File: src/rtl/seq_shifter.sv
// rtl/seq_shifter.sv - multi-cycle one-bit-per-clock shifter with start/busy/done handshake
// Optional rotate mode for LSL/LSR is enabled by defining SEQ_SHIFTER_ROT_EN.
module seq_shifter #(
  parameter int WIDTH = 16,
  parameter int AMT_W = 4
) (
  input  logic             clk,
  input  logic             rst_n,
  input  logic             start,
  input  logic [WIDTH-1:0] in,
  input  logic [1:0]       op,
  input  logic [AMT_W-1:0] amt,
  input  logic             rot,
  output logic             busy,
  output logic             done,
  output logic [WIDTH-1:0] sout
);

  typedef enum logic [1:0] {
    IDLE  = 2'd0,
    SHIFT = 2'd1,
    DONE  = 2'd2
  } state_t;

  state_t             state;
  state_t             state_nxt;
  logic [AMT_W-1:0]   count;
  logic [1:0]         op_q;
  logic               rot_on;
  logic [WIDTH-1:0]   shifted;

`ifdef SEQ_SHIFTER_ROT_EN
  logic rot_q;

  always_ff @(posedge clk or negedge rst_n) begin
    if (!rst_n) begin
      rot_q <= 1'b0;
    end else if (state == IDLE && start) begin
      rot_q <= rot;
    end
  end

  assign rot_on = rot_q;
`else
  // rot is kept on the port for pin compatibility but has no function here.
  logic rot_unused;
  assign rot_unused = rot;
  assign rot_on     = 1'b0;
`endif

  always_ff @(posedge clk or negedge rst_n) begin
    if (!rst_n) begin
      state <= IDLE;
    end else begin
      state <= state_nxt;
    end
  end

  always_comb begin
    state_nxt = state;
    case (state)
      IDLE: begin
        if (start) begin
          if (op == 2'b00 || amt == '0) begin
            state_nxt = DONE;
          end else begin
            state_nxt = SHIFT;
          end
        end
      end
      SHIFT: begin
        if (count == AMT_W'(1)) begin
          state_nxt = DONE;
        end
      end
      DONE:    state_nxt = IDLE;
      default: state_nxt = IDLE;
    endcase
  end

  // Rotate only changes the fill bit of the logical shifts; ASR ignores it.
  always_comb begin
    shifted = sout;
    case (op_q)
      2'b01:   shifted = {sout[WIDTH-2:0], (rot_on ? sout[WIDTH-1] : 1'b0)};
      2'b10:   shifted = {(rot_on ? sout[0] : 1'b0), sout[WIDTH-1:1]};
      2'b11:   shifted = {sout[WIDTH-1], sout[WIDTH-1:1]};
      default: shifted = sout;
    endcase
  end

  always_ff @(posedge clk or negedge rst_n) begin
    if (!rst_n) begin
      sout  <= '0;
      count <= '0;
      op_q  <= 2'b00;
    end else begin
      case (state)
        IDLE: begin
          if (start) begin
            sout  <= in;
            count <= amt;
            op_q  <= op;
          end
        end
        SHIFT: begin
          sout  <= shifted;
          count <= count - AMT_W'(1);
        end
        default: begin
        end
      endcase
    end
  end

  assign busy = (state == SHIFT);
  assign done = (state == DONE);

endmodule

File: config.mk
export PLATFORM = sky130hd
export DESIGN_NAME = seq_shifter
export DESIGN_NICKNAME = d
export VERILOG_FILES = /design/src/rtl/seq_shifter.sv
export SDC_FILE = /design/constraint.sdc
export NUM_CORES = 1
export LEC_CHECK = 0
export CAP_MARGIN = 5
export CORE_UTILIZATION = 42
export CTS_BUF_LIST = sky130_fd_sc_hd__clkbuf_8
export DETAILED_ROUTE_END_ITERATION = 12
export PLACE_DENSITY = 0.75
export SLEW_MARGIN = 20
export SYNTH_ARGS = -nofsm -noshare
export SYNTH_HDL_FRONTEND = slang
export SYNTH_SLANG_ARGS = --single-unit
File: constraint.sdc
create_clock -name clk -period 2.31 [get_ports clk]
set_input_delay 0.462 -clock clk [delete_from_list [all_inputs] [get_ports clk]]
set_output_delay 0.462 -clock clk [all_outputs]
set_load 0.01 [all_outputs]
* Word level (Yosys, flattened, before mapping) *
Cells that the tools add are included.

cells by class
  $add $sub $neg = 1
  equal/unequal tests = 11
  mux-type cells = 9
  reduce and logical (&&, ||, !) cells = 10

operator list
  cell                   number
  $pmux W16 S3           1
  $pmux W16 S2           1
  $mux W16               1
  $pmux W4 S2            1
  $eq A2 B2 Y1 const B   3
  $mux W2                3
  $reduce_and A2 Y1      3
  $eq A2 B1 Y1 const B   2
  $eq A4 B1 Y1 const B   1
  $logic_not A2 Y1       2
  $logic_not A4 Y1       1
  $mux W4                1
  $ne A2 B2 Y1 const B   2
  $ne A4 B1 Y1 const B   1
  $pmux W2 S2            1
  $reduce_and A4 Y1      1
  $sub A4 B1 Y4 const B  1
  $ne A3 B1 Y1 const B   1
  $reduce_and A3 Y1      1
  $ne A2 B1 Y1 const B   1
  $reduce_bool A2 Y1     1
  $logic_or A1 B1 Y1     1

word-level totals
  register bits after elaboration = 24
  output and inout bits = 18

* Depth between registers and ports, before layout *
Gate-level depths: netlist of the first run.

  depth after elaboration = 5
  mapped depth = 7
  gate-level depth less buffers = 6

* Least setup slack after synthesis of the first run *
OpenSTA, ideal clock, no wires.

  path kind = register to register
  start point = reg op_q[1]
  end point = reg sout[15]
  library setup time = 0.125 ns
  arrival = 1.326 ns
  path slack = 0.859 ns
  stages on the path, launching flop included = 7
  cell sequence = dfrtp_1 > buf_2 > inv_1 > ha_1 > o211ai_1 > a21oi_1 > mux2_2

between the ends
  cells in the longest elaborated chain, start to end = 3

RTL lines
  item                                                      line  text
  start, declared                                           28    logic [1:0] op_q;
  start signal, assigned                                    103   op_q <= op;
  $eq A2 B2 Y1 / $eq A2 B1 Y1 (equally long branches)       84    case (op_q)
  $pmux W16 S3 (tied with other cells)                      84
  $pmux W16 S2 / $reduce_and A4 Y1 (equally long branches)  --
  end signal, assigned                                      101   sout <= in;
  end signal, assigned                                      107   sout <= shifted;
  end, declared                                             16    output logic [WIDTH-1:0] sout

Parallel ways exist; a longest one is shown, timed or not.
A chain may end at the register's enable or synchronous reset.

* Final worst setup path of the first run *
  start point = reg state[1]
  end point = out busy

between the ends
  cells in the longest elaborated chain, start to end = 1

RTL lines
  item                    line  text
  start, declared         25    state_t state;
  start signal, assigned  55    state <= state_nxt;
  $eq A2 B1 Y1            116   assign busy = (state == SHIFT);
  end, declared           14    output logic busy,

No other way between the ends.

==> results of run 1 <==
[registers in the layout, summed over array words and instances (netlist names)]
signal  flops
state       2
count       4
sout       16
op_q        2
[worst min-delay path by stage]
stage | from | endpoint | cells past startpoint
after floorplan | rst_n | count[0] | 0
after global placement | sout[0] | sout[0] | 2
after detailed placement | sout[0] | sout[0] | 2
after CTS | sout[0] | sout[0] | 2
after global routing | sout[0] | sout[0] | 2
final | sout[0] | sout[0] | 2
[worst min-delay path: cells and delay by family (launching register included)]
| kind | cells | cell delay, ns |
|---|---|---|
| AOI/OAI and AO/OA | 1 | 0.06 |
| and+or+nand+nor | 1 | 0.05 |
| DFF | 1 | 0.38 |
[layout by cell type (no fill, tap or decap)]
| cell type | instances |
|---|---|
| mux2_2 | 1 |
| o21ba_2 | 1 |
| buf_4 | 6 |
| a22oi_1 | 1 |
| a21oi_1 | 23 |
| clkdlybuf4s50_1 | 42 |
| bufinv_16 | 1 |
| nand2_1 | 20 |
| o211ai_1 | 6 |
| nor3b_1 | 2 |
| a31oi_2 | 1 |
| ha_1 | 6 |
| o22ai_1 | 1 |
| nor2_1 | 18 |
| inv_1 | 8 |
| or2_2 | 1 |
| o21ai_0 | 9 |
| o32ai_1 | 1 |
| clkbuf_8 | 3 |
| and3_1 | 1 |
| nor4_1 | 1 |
| mux2i_1 | 6 |
| nand3_1 | 3 |
| o21bai_1 | 1 |
| o21ai_1 | 15 |
| inv_2 | 1 |
| dfrtp_1 | 24 |
| o31ai_1 | 1 |
| nor3_1 | 1 |
| a221oi_1 | 3 |
| o22a_1 | 1 |
| nand2b_1 | 3 |
| o21ai_2 | 1 |
| and2_1 | 1 |
[cell type report]
| class | count | area [um2] |
|---|---|---|
| fill | 319 | 1360 |
| multi-input combinational | 129 | 752 |
| sequential | 24 | 601 |
| timing repair buffer | 48 | 465 |
| tap | 46 | 57.6 |
| clock buffer | 3 | 41.3 |
| inverter | 9 | 33.8 |
| clock inverter | 1 | 30.0 |
[synthesized netlist by cell type]
library cell  instances
nor3_1                1
ha_1                  6
nor3b_1               2
o22a_1                1
o211ai_1              6
buf_4                 1
o21ai_1              15
o32ai_1               1
buf_2                 6
and3_1                1
nor2_1               18
o21ba_2               1
inv_2                 1
a21oi_1              23
mux2i_1               6
nand2b_1              3
a221oi_1              3
or2_2                 1
a22oi_1               1
nor4_1                1
mux2_2                1
o22ai_1               1
o31ai_1               1
nand2_1              20
o21bai_1              1
o21ai_0               9
and2_1                1
o21ai_2               1
a31oi_2               1
nand3_1               3
inv_1                 8
buf_6                 3
dfrtp_1              24
[through the flow]
step	instance area [um2]	hold slack [ns]	power (W)	setup slack [ns]	utilization, %
6_report	1980	0.523	0.00289	0.281	59.4
5_1_grt	1980	0.577	0.00315	0.211	59.4
4_1_cts	1980	0.528	0.00290	0.287	59.4
3_5_place_dp	1910	0.504	0.00252	0.339	57.2
3_3_place_gp	1910	0.495	0.00249	0.333	57.2
2_1_floorplan	1460	0.166	0.00195	0.859	-
[metal layers]
| metal | global-route usage [%] | up-vias | part of all wire, % |
|---|---|---|---|
| met5 | 0 | - | 0 |
| met4 | 6.17 | 0 | 1.3 |
| met3 | 4.69 | 6 | 4.4 |
| met2 | 31.6 | 35 | 47 |
| met1 | 27.5 | 637 | 48 |
| li1 | - | 686 | - |
[cells by family (layout without fill, tap and decap cells)]
family / after synthesis / after routing
buffers and inverters: 19 / 61
adder cells (fa/ha/maj): 6 / 6
flip-flops: 24 / 24
AO/OA/AOI/OAI: 65 / 65
multiplexers: 7 / 7
AND/OR/NAND/NOR: 51 / 51
[where the power goes]
part / leakage (nW) / internal, W / switching, W / total [W]
sequential: 0.287 / 0.000638 / 0.000245 / 0.000883
clock: 0.0357 / 0.000232 / 0.000140 / 0.000372
combinational: 0.508 / 0.000780 / 0.000858 / 0.00164
total: 0.831 / 0.00165 / 0.00124 / 0.00289
==> impl_results.md, run 1 <==
* Synth Instances at 172
* Hold_buf cts at 0
* Clock buffer depth at 2
* Post-Syn Area per Cell at 8.47 um2
* Crit Path Class: register to primary output
* DR pass1 iterations at 4
* Outcome: completed
* Register-to-Register Path Depth at 5
* Synth Area in Compound Gates at between 20% and 30%
* WL/cell at 13.3 um
* Top cells by area, synth: dfrtp_1 (41%), a21oi_1 (7.9%), ha_1 (5.2%)
* HP Class: register to register
* CP Depth at 3
* CP max stage cell: clkdlybuf4s50_1
* Core ar. at roughly 3300 um2
* Leak at 0.831 nW
* Final Max Slew Viols at 0
* Crit Reg-Reg Startpoint: op_q[1]
* Nets at 247
* Area delta synth->final at 35.9%
* Post-route DRC at 0
* Die ar. at 3710 um2
* Io pins at 44
* Main combinational cell family by area after synthesis: compound AO/OA/AOI/OAI gates
* Post-synth top area share at 41.2%
* RSZ-0062 raised after global routing: false
* RePlAce Congestion at 0.769
* Total Wirelength at 3.46 mm
* Grt ovf at 0
* Die X at 60.9 um
* Cells after DPL at 256
* First-pass GRT wire length at 5.55 mm
* H-tree levels at 1
* Mux cell area share after synthesis at 4.89%
* Post-Syn Nets at 204
* Global-route usage over all layers at 20.1%
* Worst Path Required at 1.85 ns
* Peak VDD IR at 0.757 mV
* CP Capture Point: busy
* Inserted Clock Buffers at 3
* Post_cts resized at 0
* Crit-path max cell delay at 0.53 ns
* CP Launch Type: register
* Worst-path cell chain: nand2b_1, inv_2, clkdlybuf4s50_1
* Setup crit start: state[1]
* Critical register-to-register path endpoint: sout[9]
* Cell family with most CP delay: buffers and inverters
* Setup violators final at 0
* Post-DP HPWL at between 2 and 2.5 mm
* Vias/cell at between 5 and 6
* Setup TNS at 0 ns
* Worst R2R Setup Slack at 0.47 ns
* Final Cycle Share at 87.8%
* Arrival time at the worst endpoint at 1.57 ns
* Sink Count at 24
* Pin count of the biggest net entering global routing at 25
* Antenna violations before repair at 0
* Area leader, netlist: dfrtp_1
* Synthesized area at between 1000 and 1500 um2
* WP buf/inv at 2
* Final setup skew at 0.00910 ns
* Post-synth cell types at 33
* Later-pin clock latency in the skew report at 0.27 ns
* Non-Filler Instances at 260
* Routed Antenna Nets at 0
* Synth Register Bits at 24
* Hold Violations, Final at 0
* Synthesis Warnings at 0
* Starting DRT DRC Count at 91
* Tmin final at 2.03 ns
* Setup Fix Bufs, Post-CTS at 0
* Crit. End Element: primary output
* Max Cap Viol at 0
* Synth Area in Adders at 5.15%
* Post-synthesis sequential area ratio at roughly two fifths
* Share of cells above drive strength 1 at 7.48%
* Post-synthesis simple-gate area fraction at 15.2%
* Die height at roughly 61 um
* Core Rows at 21
* Diode count at 0
* CP max FO at 9
* Clock transition at path regs at around 0.09 ns
* Worst-margin pin slew at 0.468 ns
* XOR/XNOR Fraction of Synth Area at 0%
* Vias in the first global route at roughly 1200
* Starting Density at 43.7%
* CTS root buf: clkbuf_8
* IO buf count at 42
* CTS tree: done
* Via count at about 1400
* Power density cells at around 1500 nW/um2
* Slew headroom at between 60 and 70%
* FMAX at 493 MHz
(Power assumes the default switching activity.)
==> inputs of run 2 (changes only) <==
clock period = 1.9 ns   (was 2.31 ns; I/O delays follow)
==> run 2 against run 1 <==
  * Clock-buffer cell count unchanged
  * Sequential share of layout area shrank 0.70 points
  * Clock skew is 0.0013 ns lower
  * Clock power grew 22%
  * Power grew 26%
  * Cell count rose by 1.9%
  * Worst setup slack got worse by 0.15 ns
  * Sequential power up 20%
  * Utilization is 1.6 points higher
  * Critical path depth fell by 1
  * Die area is the same
  * Non-clock buffer count is 5 higher
  * Critical endpoint is now done
==> impl_results.md, run 2 (synthesis gave the netlist of run 1 again) <==
* Core Rows at 21
* Share of cells above drive strength 1 at about a tenth
* Register bank with the most flops: sout
* Post-route DRC at 0
* Register-to-Register Path Depth at 7
* Diode count at 0
* Setup crit start: state[0]
* Hold slack at 0.461 ns
* Vias in the first global route at 1227
* HP Class: input pin to async pin
* Setup TNS at 0 ns
* Most frequent cells in the layout: clkdlybuf4s50_1 (41), a21oi_1 (23), dfrtp_1 (22)
* Via count at 1385
* WL/cell at 13.1 um
* Die ar. at 3710 um2
* Antenna violations before repair at 0
* DR pass1 iterations at 4
* Inserted Clock Buffers at 3
* RePlAce Congestion at a little under 0.8
* Tmin final at around 1.8 ns
* Crit. End Element: primary output
* Later-pin clock latency in the skew report at 0.27 ns
* Area delta synth->final at 39.7%
* Total Wirelength at 3.47 mm
* Routed Antenna Nets at 0
* Max FFs per register at 16
* CTS root buf: clkbuf_8
* CP Launch Type: register
* Nets at 252
* Commonest non-fill, non-tap cell in the layout: clkdlybuf4s50_1
* Non-Filler Instances at between 200 and 300
* Slew headroom at about four fifths
* CP max FO at 9
* Arrival time at the worst endpoint at between 1 and 1.5 ns
* Crit Path Class: register to primary output
* Cells after DPL at 259
* Final setup skew at 0.00776 ns
* Outcome: completed
* Setup violators final at 0
* Vias/cell at 5.23
* Post-DP HPWL at about 2.5 mm
* RSZ-0062 raised after global routing: false
* Critical register-to-register path endpoint: sout[7]
* Pin count of the biggest net entering global routing at 25
* Global-route usage over all layers at about 20%
* H-tree levels at 1
* FMAX at 565 MHz
* IO buf count at 42
* Die X at 60.9 um
* Starting DRT DRC Count at 90
* Max Cap Viol at 0
* Clock buffer depth at 2
* Clock transition at path regs at 0.09 ns
* Hold Violations, Final at 0
* Io pins at 44
* Worst R2R Setup Slack at 0.31 ns
* Crit Reg-Reg Startpoint: op_q[1]
* Grt ovf at 0
* Worst Path Required at around 1.5 ns
* Sink Count at 24
* Final Max Slew Viols at 0
* Die height at 60.9 um
* Worst-margin pin slew at 0.313 ns
* Final Cycle Share at slightly above 90%
* First-pass GRT wire length at 5.65 mm
* CTS tree: done
* Peak VDD IR at 0.920 mV
* Starting Density at 43.7%
* Power density cells at between 1500 and 2000 nW/um2
* Core ar. at 3340 um2
* Top Registers: sout: 16 flops, count: 4 flops
* Leak at 0.872 nW
* Hold_buf cts at 0
-- run 2: critical path, cell delays in order, from the launching register on --
cell             delay [ns]
dfrtp_2                0.47
nor2_1                 0.11
clkdlybuf4s50_1        0.53
-- run 2: area by class of cell --
| class | instances | area [um2] |
|---|---|---|
| clock inverters | 1 | 30.0 |
| clock buffers | 3 | 41.3 |
| multi-input cells | 129 | 752 |
| inverters | 9 | 33.8 |
| well taps | 46 | 57.6 |
| repair buffers | 53 | 518 |
| flip-flops and latches | 24 | 603 |
| fillers | 299 | 1300 |
-- run 2: where the power goes --
| group | switching, W | internal [W] | total, W | leakage [nW] |
|---|---|---|---|---|
| clock network | 0.000171 | 0.000282 | 0.000453 | 0.0357 |
| registers | 0.000276 | 0.000780 | 0.00106 | 0.284 |
| logic | 0.00108 | 0.00105 | 0.00213 | 0.551 |
-- run 2: how the worst max path moves through the flow --
stage	end
final	done
after detailed placement	sout[7]
after global placement	sout[7]
after CTS	busy
after global routing	done
after floorplan	sout[15]
-- run 2: per-layer routing --
metal	GRT usage (%)	vias up	share of wire [%]
met3	3.62	5	4.1
li1	-	697	-
met4	3.25	0	0.49
met5	0	-	0
met2	33.0	34	48
met1	28.8	649	47
-- run 2: per-stage QoR --
| stage | cell area, um2 | setup WS, ns | utilization [%] | power [W] |
|---|---|---|---|---|
| after global routing | 2040 | 0.0656 | 61.0 | 0.00398 |
| after CTS | 2030 | 0.0280 | 60.9 | 0.00365 |
| after global placement | 1940 | 0.238 | 58.3 | 0.00312 |
| final | 2040 | 0.130 | 61.0 | 0.00364 |
| after floorplan | 1460 | 0.449 | - | 0.00236 |
| after detailed placement | 1940 | 0.229 | 58.3 | 0.00315 |
-- run 2: timing repair --
item / in CTS / in global routing
endpoints found under the setup margin: 1 / 1
setup buffers: 2 / 0
pin swaps: 0 / 0
gates resized for setup: 2 / 1
